`config.mk`:
```
export PLATFORM = sky130hd
export DESIGN_NAME = match_vector_reduce_flat
export DESIGN_NICKNAME = d
export VERILOG_FILES = /design/src/rtl/match_vector_reduce_pkg.sv /design/src/rtl/match_vector_reduce_if.sv /design/src/rtl/match_vector_reduce_prio_enc.sv /design/src/rtl/match_vector_reduce.sv /design/src/flat_wrapper.sv
export SDC_FILE = /design/constraint.sdc
export NUM_CORES = 2
export LEC_CHECK = 0
export ABC_AREA = 1
export CAP_MARGIN = 40
export CORE_AREA = 2 2 710 712
export DETAILED_ROUTE_END_ITERATION = 10
export DIE_AREA = 0 0 712 714
export PLACE_DENSITY_LB_ADDON = 0.15
export SETUP_SLACK_MARGIN = 0.5
export SLEW_MARGIN = 20
export SYNTH_ARGS = -nofsm -noshare
export SYNTH_HDL_FRONTEND = slang
export SYNTH_HIERARCHICAL = 1
export SYNTH_SLANG_ARGS = --single-unit
```
`constraint.sdc`:
```
create_clock -name clk -period 8.3 [get_ports clk]
set_clock_uncertainty 0.05 [all_clocks]
set_input_delay 1.245 -clock clk [delete_from_list [all_inputs] [get_ports clk]]
set_output_delay 1.245 -clock clk [all_outputs]
set_load 0.01 [all_outputs]
```
`src/rtl/match_vector_reduce_pkg.sv`:
```
// Shared constants for the mask vector engine and match reduction stage.
package match_vector_reduce_pkg;

    localparam int KWID   = 104;
    localparam int SEGWID = 10;
    localparam int NVEC   = KWID / 8;
    localparam int VTWID  = SEGWID * NVEC;
    localparam int AWID   = 8;

    function automatic int clog2(input int value);
        int result;
        result = 0;
        for (int v = value - 1; v > 0; v = v >> 1) begin
            result = result + 1;
        end
        return result;
    endfunction

    localparam int IDXW  = clog2(VTWID);
    // Vectors are ANDed in groups of four in the first stage.
    localparam int NPART = (NVEC + 3) / 4;

endpackage

```
`src/rtl/match_vector_reduce_if.sv`:
```
// Input/output bundle of match_vector_reduce; stats counters exist only
// when MATCH_REDUCE_STATS_EN is defined.
interface match_vector_reduce_if;
    import match_vector_reduce_pkg::*;

    logic                             i_Valid;
    logic                             o_In_Ready;
    logic [NVEC-1:0][VTWID-1:0]       i_Mask_Vector;  // element 0 is mask vector 1
    logic                             o_Valid;
    logic                             i_Out_Ready;
    logic                             o_Hit;
    logic [AWID-1:0]                  o_Match_Addr;
    logic [VTWID-1:0]                 o_Match_Vector;
`ifdef MATCH_REDUCE_STATS_EN
    logic [31:0]                      o_Search_Count;
    logic [31:0]                      o_Hit_Count;
`endif

    modport slave (
        input  i_Valid, i_Mask_Vector, i_Out_Ready,
        output o_In_Ready, o_Valid, o_Hit, o_Match_Addr, o_Match_Vector
`ifdef MATCH_REDUCE_STATS_EN
        , output o_Search_Count, o_Hit_Count
`endif
    );

    modport master (
        output i_Valid, i_Mask_Vector, i_Out_Ready,
        input  o_In_Ready, o_Valid, o_Hit, o_Match_Addr, o_Match_Vector
`ifdef MATCH_REDUCE_STATS_EN
        , input o_Search_Count, o_Hit_Count
`endif
    );

endinterface

```
`src/rtl/match_vector_reduce_prio_enc.sv`:
```
// Combinational lowest-set-bit priority encoder for the match vector.
module match_prio_enc
    import match_vector_reduce_pkg::*;
(
    input  logic [VTWID-1:0] vec,
    output logic [IDXW-1:0]  idx,
    output logic             hit
);

    always_comb begin
        idx = '0;
        hit = |vec;
        // Scan downward so the lowest set position is the last one written.
        for (int i = VTWID - 1; i >= 0; i--) begin
            if (vec[i]) begin
                idx = IDXW'(i);
            end
        end
    end

endmodule

```
`src/rtl/match_vector_reduce.sv`:
```
// Three-stage AND-reduce and priority-encode of the 13 mask vectors.
// Optional MATCH_REDUCE_STATS_EN adds saturating search/hit counters.
module match_vector_reduce
    import match_vector_reduce_pkg::*;
(
    input  logic                 clk,
    input  logic                 rst,
    match_vector_reduce_if.slave bus
);

    logic                         advance;
    logic [NPART-1:0][VTWID-1:0]  and_part;
    logic [VTWID-1:0]             match_all;
    logic [IDXW-1:0]              enc_idx;
    logic                         enc_hit;

    logic                         v1_q, v1_d;
    logic [NPART-1:0][VTWID-1:0]  partial_q, partial_d;
    logic                         v2_q, v2_d;
    logic [VTWID-1:0]             match_q, match_d;
    logic                         valid_q, valid_d;
    logic                         hit_q, hit_d;
    logic [AWID-1:0]              addr_q, addr_d;
    logic [VTWID-1:0]             vec_q, vec_d;

    // A single advance signal moves every stage together, so bubbles are kept.
    always_comb advance = !valid_q || bus.i_Out_Ready;

    genvar gi;
    generate
        for (gi = 0; gi < NPART; gi++) begin : g_part
            localparam int LO = gi * 4;
            localparam int HI = (gi * 4 + 3 < NVEC) ? gi * 4 + 3 : NVEC - 1;
            logic [VTWID-1:0] part;
            always_comb begin
                part = '1;
                for (int v = LO; v <= HI; v++) begin
                    part = part & bus.i_Mask_Vector[v];
                end
            end
            assign and_part[gi] = part;
        end
    endgenerate

    always_comb begin
        match_all = '1;
        for (int p = 0; p < NPART; p++) begin
            match_all = match_all & partial_q[p];
        end
    end

    match_prio_enc u_prio_enc (
        .vec (match_q),
        .idx (enc_idx),
        .hit (enc_hit)
    );

    always_comb begin
        v1_d      = v1_q;
        partial_d = partial_q;
        v2_d      = v2_q;
        match_d   = match_q;
        valid_d   = valid_q;
        hit_d     = hit_q;
        addr_d    = addr_q;
        vec_d     = vec_q;
        if (advance) begin
            v1_d      = bus.i_Valid;
            partial_d = and_part;
            v2_d      = v1_q;
            match_d   = match_all;
            valid_d   = v2_q;
            hit_d     = enc_hit;
            addr_d    = AWID'(enc_idx);
            vec_d     = match_q;
        end
    end

    always_ff @(posedge clk) begin
        if (rst) begin
            v1_q      <= 1'b0;
            partial_q <= '0;
            v2_q      <= 1'b0;
            match_q   <= '0;
            valid_q   <= 1'b0;
            hit_q     <= 1'b0;
            addr_q    <= '0;
            vec_q     <= '0;
        end else begin
            v1_q      <= v1_d;
            partial_q <= partial_d;
            v2_q      <= v2_d;
            match_q   <= match_d;
            valid_q   <= valid_d;
            hit_q     <= hit_d;
            addr_q    <= addr_d;
            vec_q     <= vec_d;
        end
    end

    assign bus.o_In_Ready     = advance;
    assign bus.o_Valid        = valid_q;
    assign bus.o_Hit          = hit_q;
    assign bus.o_Match_Addr   = addr_q;
    assign bus.o_Match_Vector = vec_q;

`ifdef MATCH_REDUCE_STATS_EN
    logic        handshake;
    logic [31:0] search_cnt_q, search_cnt_d;
    logic [31:0] hit_cnt_q, hit_cnt_d;

    always_comb begin
        handshake    = valid_q && bus.i_Out_Ready;
        search_cnt_d = search_cnt_q;
        hit_cnt_d    = hit_cnt_q;
        if (handshake && (search_cnt_q != 32'hFFFF_FFFF)) begin
            search_cnt_d = search_cnt_q + 32'd1;
        end
        if (handshake && hit_q && (hit_cnt_q != 32'hFFFF_FFFF)) begin
            hit_cnt_d = hit_cnt_q + 32'd1;
        end
    end

    always_ff @(posedge clk) begin
        if (rst) begin
            search_cnt_q <= '0;
            hit_cnt_q    <= '0;
        end else begin
            search_cnt_q <= search_cnt_d;
            hit_cnt_q    <= hit_cnt_d;
        end
    end

    assign bus.o_Search_Count = search_cnt_q;
    assign bus.o_Hit_Count    = hit_cnt_q;
`endif

endmodule
```
`src/flat_wrapper.sv`:
```
// flat-port wrapper written by rule: the top's interface ports become plain ports
module match_vector_reduce_flat import match_vector_reduce_pkg::*;
  (clk, rst, bus_i_Valid, bus_i_Mask_Vector, bus_i_Out_Ready, bus_o_In_Ready, bus_o_Valid, bus_o_Hit, bus_o_Match_Addr, bus_o_Match_Vector);
  match_vector_reduce_if bus_i ();
  input  logic clk;
  input  logic rst;
  input wire logic [$bits(bus_i.i_Valid)-1:0] bus_i_Valid;
  input wire logic [$bits(bus_i.i_Mask_Vector)-1:0] bus_i_Mask_Vector;
  input wire logic [$bits(bus_i.i_Out_Ready)-1:0] bus_i_Out_Ready;
  output wire logic [$bits(bus_i.o_In_Ready)-1:0] bus_o_In_Ready;
  output wire logic [$bits(bus_i.o_Valid)-1:0] bus_o_Valid;
  output wire logic [$bits(bus_i.o_Hit)-1:0] bus_o_Hit;
  output wire logic [$bits(bus_i.o_Match_Addr)-1:0] bus_o_Match_Addr;
  output wire logic [$bits(bus_i.o_Match_Vector)-1:0] bus_o_Match_Vector;
  assign bus_i.i_Valid = bus_i_Valid;
  assign bus_i.i_Mask_Vector = bus_i_Mask_Vector;
  assign bus_i.i_Out_Ready = bus_i_Out_Ready;
  assign bus_o_In_Ready = bus_i.o_In_Ready;
  assign bus_o_Valid = bus_i.o_Valid;
  assign bus_o_Hit = bus_i.o_Hit;
  assign bus_o_Match_Addr = bus_i.o_Match_Addr;
  assign bus_o_Match_Vector = bus_i.o_Match_Vector;
  match_vector_reduce u_core (.clk(clk), .rst(rst), .bus(bus_i));
endmodule
```
======== Word-level counts from Yosys, hierarchy flattened ========
Cells that the tools add are included.
operators by class
  add/subtract/negate cells ............... 0
  multiply operators ...................... 0
  divide/modulo/power cells ............... 0
  order comparisons ....................... 0
  eq/ne operators ......................... 0
  shifts and indexed selects .............. 0
  muxes and demuxes ....................... 130
  bitwise logic cells ..................... 12
  reduce and logical (&&, ||, !) cells .... 3
operator list
  kind               count
  $and 130x130->130  12
  $mux 8             130
  $reduce_or 130->1  1
  $logic_not 1->1    1
  $logic_or 1x1->1   1
storage, ports and cells
  flip-flop bits (word level) ............. 792
  latch bits .............................. 0
  memory bits (writable) .................. 0
  memory bits (read-only) ................. 0
  input bits .............................. 1694
  output and inout bits ................... 141
  word-level logic and storage cells ...... 156
  memories kept ........................... 0

======== Depth between registers and ports, before layout ========
  depth after elaboration ................. 130
  gate-level depth with buffers ........... 131
  depth with buffers taken out ............ 131

======== Modules after synthesis ========
Netlist, hierarchy kept.
modules (own cells, without submodules)
  module               times used  cells an instance  area each (sq um)  sequential area each (sq um)
  match_vector_reduce  1           6391               38973.6            15855.2
  match_prio_enc       1           496                2003.2             0.0

======== Worst setup path after synthesis ========
Ideal clock, no wire load.
  kind .................................... register to register
  start point ............................. register u_core.match_q[128]
  end point ............................... register u_core.addr_q[0] (netlist: u_core/bus.o_Match_Addr[0])
  library setup time ...................... 0.113 ns
  data arrival time ....................... 5.865 ns
  data required time ...................... 8.137 ns
  slack ................................... 2.272 ns
  stages on the path, launching flop included .. 132
  path buffers ............................ 0
  clock period less this slack ............ 6.028 ns
  cells stage by stage .................... dfxtp_1 -> inv_1 -> nand2_1 -> nand2_1 -> nand2_1 -> nand2_1 -> nand2_1 -> nand2_1 -> nand2_1 -> nand2_1 -> nand2_1 -> nand2_1 -> nand2_1 -> nand2_1 -> nand2_1 -> nand2_1 -> nand2_1 -> nand2_1 -> [... 96 more ...] -> nand2_1 -> nand2_1 -> nand2_1 -> nand2_1 -> nand2_1 -> nand2_1 -> nand2_1 -> nand2_1 -> nand2_1 -> nand2_1 -> nand2_1 -> nand2_1 -> nand2_1 -> nand2_1 -> nand2_1 -> a21oi_2 -> nor2_1 -> nor2_1
on the way
  word-level cells in the longest chain between the ends .. 129
RTL lines
  item                      RTL line                            source
  start: declaration        match_vector_reduce.sv:20           logic [VTWID-1:0] match_q, match_d;
  start signal: assignment  match_vector_reduce.sv:93           match_q <= match_d;
  $mux 8 (129 in a row)     match_vector_reduce_prio_enc.sv:15  if (vec[i]) begin
  net u_core.enc_idx[0]     match_vector_reduce.sv:14           logic [IDXW-1:0] enc_idx;
  end signal: assignment    match_vector_reduce.sv:96           addr_q <= addr_d;
  end: declaration          match_vector_reduce.sv:23           logic [AWID-1:0] addr_q, addr_d;
The timed path passes the listed nets, and every way through them passes these cells.
A chain may end at the register's enable or synchronous reset.

======== Worst setup path in the final report ========
Ends and elaborated chain as after synthesis.

==> impl_metrics.yaml <==
outcome:
  outcome: "finished, final reports clean"
setup_path:
  critPathArrivalTime_ns: 8.75
  worst_stage_delay_on_the_critical_path_ns: 0.32
  path_class: "flip-flop to flip-flop"
  worst_path_most_repeated_cell: "nand2_1"
  timing.critical_path.to_type: "flip-flop"
  required_ns: 9.00
  critical_path.startpoint_type: "flip-flop"
  worstPathMaxFanout: 2
  worst_path_max_delay_cell: "dfxtp_2"
drt:
  drt_iter0_drc: 2066
  drc: 0
  route.vias.total: 46270
  detail_route.wl_per_cell_um: 20.31
  dr.pass1.iters: 8
  drt_wl_total_um: 312400
  route.antenna.remaining_nets: 0
  vias_cell: 3.008
synthesis:
  yosys.area_share.simple: 0.5044
  synth_top_family_by_area: "simple AND/OR/NAND/NOR gates"
  synth-adder-area-share: 0
  syn_nets: 8581
  synth-async-reset-ratio: 0
  synthesis.area_per_instance_um2: 5.950
  yosys_register_bits: 792
  synth-seq-area-share: 0.3869
  yosys.cell_types.count: 27
  synth_compound_area_frac: 0.004336
  yosysWarnings: 6
  syn_area_um2: 40980
  synth-xor-area-share: 0
  synthFlopType: "dfxtp_1"
  synth.mux.area_fraction: 0
  synth_enable_flop_cells: 0
  postSynthCellCount: 6887
floorplanning:
  floorplan.core_area_um2: 500300
  floorplan.rows: 260
  design.portCount: 1835
  die_area_um2: 508400
  die_h_um: 714
  die-width_um: 712
  floorplan.initialDensity: 0.08190
sta:
  maxSlewViolCount: 0
  slew-limit-headroom: 0.3088
  timing_worst_slew_pin_value_ns: 1.037
  post-route-worst-setup-slack_ns: 0.2539
  timing.final.crit_period_ns: 8.046
  final.setup.tns_ns: 0
  setup_violations: 0
  report.final.hold_viol_count: 0
  layout_worst_path_cycle_share: 0.9694
  fmaxAchievable_ghz: 0.1243
  grt_setup_unrepaired: "yes"
finish:
  final_util: 0.1418
  finish.instance_area_um2: 70930
  final_nets: 10280
  instances_no_fill: 15380
  post_route_cells_drive_above_1_share: 0.04001
  fillers: 58260
  final_common_cell: "nor2_1"
  multi_input_gate_area_um2: 20940
  layout.cells.most_common_list: "2,194 x nor2_1, 2,022 x nand2_1, 1,834 x clkdlybuf4s50_1, 790 x dfxtp_1, 620 x inv_1"
  regArea_um2: 15860
  area.growth.synth_to_final_pct: 73.10
global_route:
  grt_overflow_total: 0
  antenna_violations_before_repair: 136
  grt_max_degree: 142
  track_usage: 0.1181
  grt_first_pass_wirelength_um: 414300
  first_global_vias: 47300
clock_tree:
  numClockSinks: 792
  tritoncts: "built"
  clock_latency_ns: 0.86
  cts_root_buf: "clkbuf_16"
  clk_path_buf_depth: 4
  cts_buffers: 117
  postCtsSetupRepairBufs: 0
  path_clk_slew_ns: 0.06
  cts.htree.levels: 3
power:
  power.density_nw_per_um2: 160.4
  pwr-share-seq: 0.354
  max-vdd-ir-drop_mv: 0.1533
  power.static_leakage_uw: 0.02596
  net-switching-power_uw: 3258
  power.clock.fraction: 0.457
  internal_power_uw: 8120
  switching_share: 0.2863
  relative_contribution_of_combinational_cells_to_total_power: 0.189
placed_design:
  gp_congestion: 0.7779
  place_area_um2: 66940
  pre_cts_slack_ns: -0.7996
  dp.cells: 15150
  detailed_place_hpwl_um: 258100
  number_of_i_o_port_buffers: 1834
hold_path:
  hp_class: "flip-flop to flip-flop"
job:
  max-cap-violations: 0
[cell type report]
cell class,count,area share
antenna,30,0.001058
clock buffer,176,0.04807
clock inverter,31,0.006050
inverter,665,0.03621
multi-input combinational,5081,0.2951
sequential,792,0.2236
tap,6681,0.1178
timing repair buffer,1927,0.2720
[per-stage QoR]
stage	hold WS (ns)	power, uW
3_5_place_dp	0.4181	6321
5_1_grt	0.4564	12030
2_1_floorplan	0.3791	4868
6_report	0.4376	11380
4_1_cts	0.4301	11750
3_3_place_gp	0.4264	6318
[routing by layer]
metal | vias up | routed length (um) | GRT usage
met1 | 20410 | 123400 | 0.1312
met3 | 372 | 25140 | 0.04325
met4 | 68 | 5126 | 0.02069
li1 | 24160 | - | -
met2 | 1263 | 158200 | 0.2160
met5 | - | 435 | 0
[flip-flops by register name (all words and copies together), names as in the netlist]
signal                     cells
u_core/bus.o_Valid             1
u_core/v1_q                    1
u_core/bus.o_Match_Vector    130
u_core/bus.o_Hit               1
u_core/partial_q             520
u_core/bus.o_Match_Addr        8
u_core/match_q               130
u_core/v2_q                    1
[Yosys cell counts (5+ instances only)]
| cell type | instances | area [um2] |
|---|---|---|
| nor2_1 | 2196 | 8243 |
| nand2_1 | 2049 | 7691 |
| dfxtp_1 | 792 | 15860 |
| inv_1 | 620 | 2327 |
| nand3_1 | 525 | 2628 |
| nand3b_1 | 270 | 2027 |
| buf_2 | 235 | 1176 |
| clkbuf_1 | 67 | 251.5 |
| inv_2 | 41 | 153.9 |
| buf_4 | 35 | 262.8 |
| buf_1 | 12 | 45.04 |
| a21oi_1 | 9 | 45.04 |
| nor3_1 | 5 | 25.02 |
[final timing paths]
| kind | start | endpoint | slack (ns) | cells after the start |
|---|---|---|---|---|
| worst max-delay path | u_core/match_q[128]$_SDFFE_PP0P_ | u_core/bus.o_Match_Addr[0]$_SDFFE_PP0P_ | 0.25 | 132 |
| worst min-delay path | u_core/v2_q$_SDFFE_PP0P_ | u_core/bus.o_Valid$_SDFFE_PP0P_ | 0.44 | 2 |
| worst max register to register | u_core/match_q[128]$_SDFFE_PP0P_ | u_core/bus.o_Match_Addr[0]$_SDFFE_PP0P_ | 0.25 | 132 |
| worst min register to register | u_core/v2_q$_SDFFE_PP0P_ | u_core/bus.o_Valid$_SDFFE_PP0P_ | 0.44 | 2 |
[power by group through the flow]
stage / Sequential [uW] / Clock [uW] / Combinational, uW
6_report: 4030 / 5200 / 2140
5_1_grt: 4050 / 5590 / 2380
4_1_cts: 4030 / 5490 / 2230
3_5_place_dp: 4120 / 0 / 2200
3_3_place_gp: 4120 / 0 / 2200
2_1_floorplan: 4090 / 0 / 775
[worst max-delay path, delay by kind of cell (launching register included)]
family | cells | cell delay, ns
DFF | 1 | 0.32
AOI/OAI and AO/OA | 1 | 0.04
buffers and inverters | 2 | 0.17
and+or+nand+nor | 129 | 7.35
[cells by family (layout without fill, tap and decap cells)]
kind of cell | count (synthesis) | in the layout
AO/OA/AOI/OAI | 28 | 28
buffers and inverters | 1014 | 2799
flip-flops | 792 | 792
other | 0 | 30
AND/OR/NAND/NOR | 5053 | 5053
[repair_timing]
action	CTS	global route
hold buffers	0	0
resized for setup	22	8
endpoints found under the setup margin	1	1
pin swaps	9	9
(Power assumes the default switching activity.)
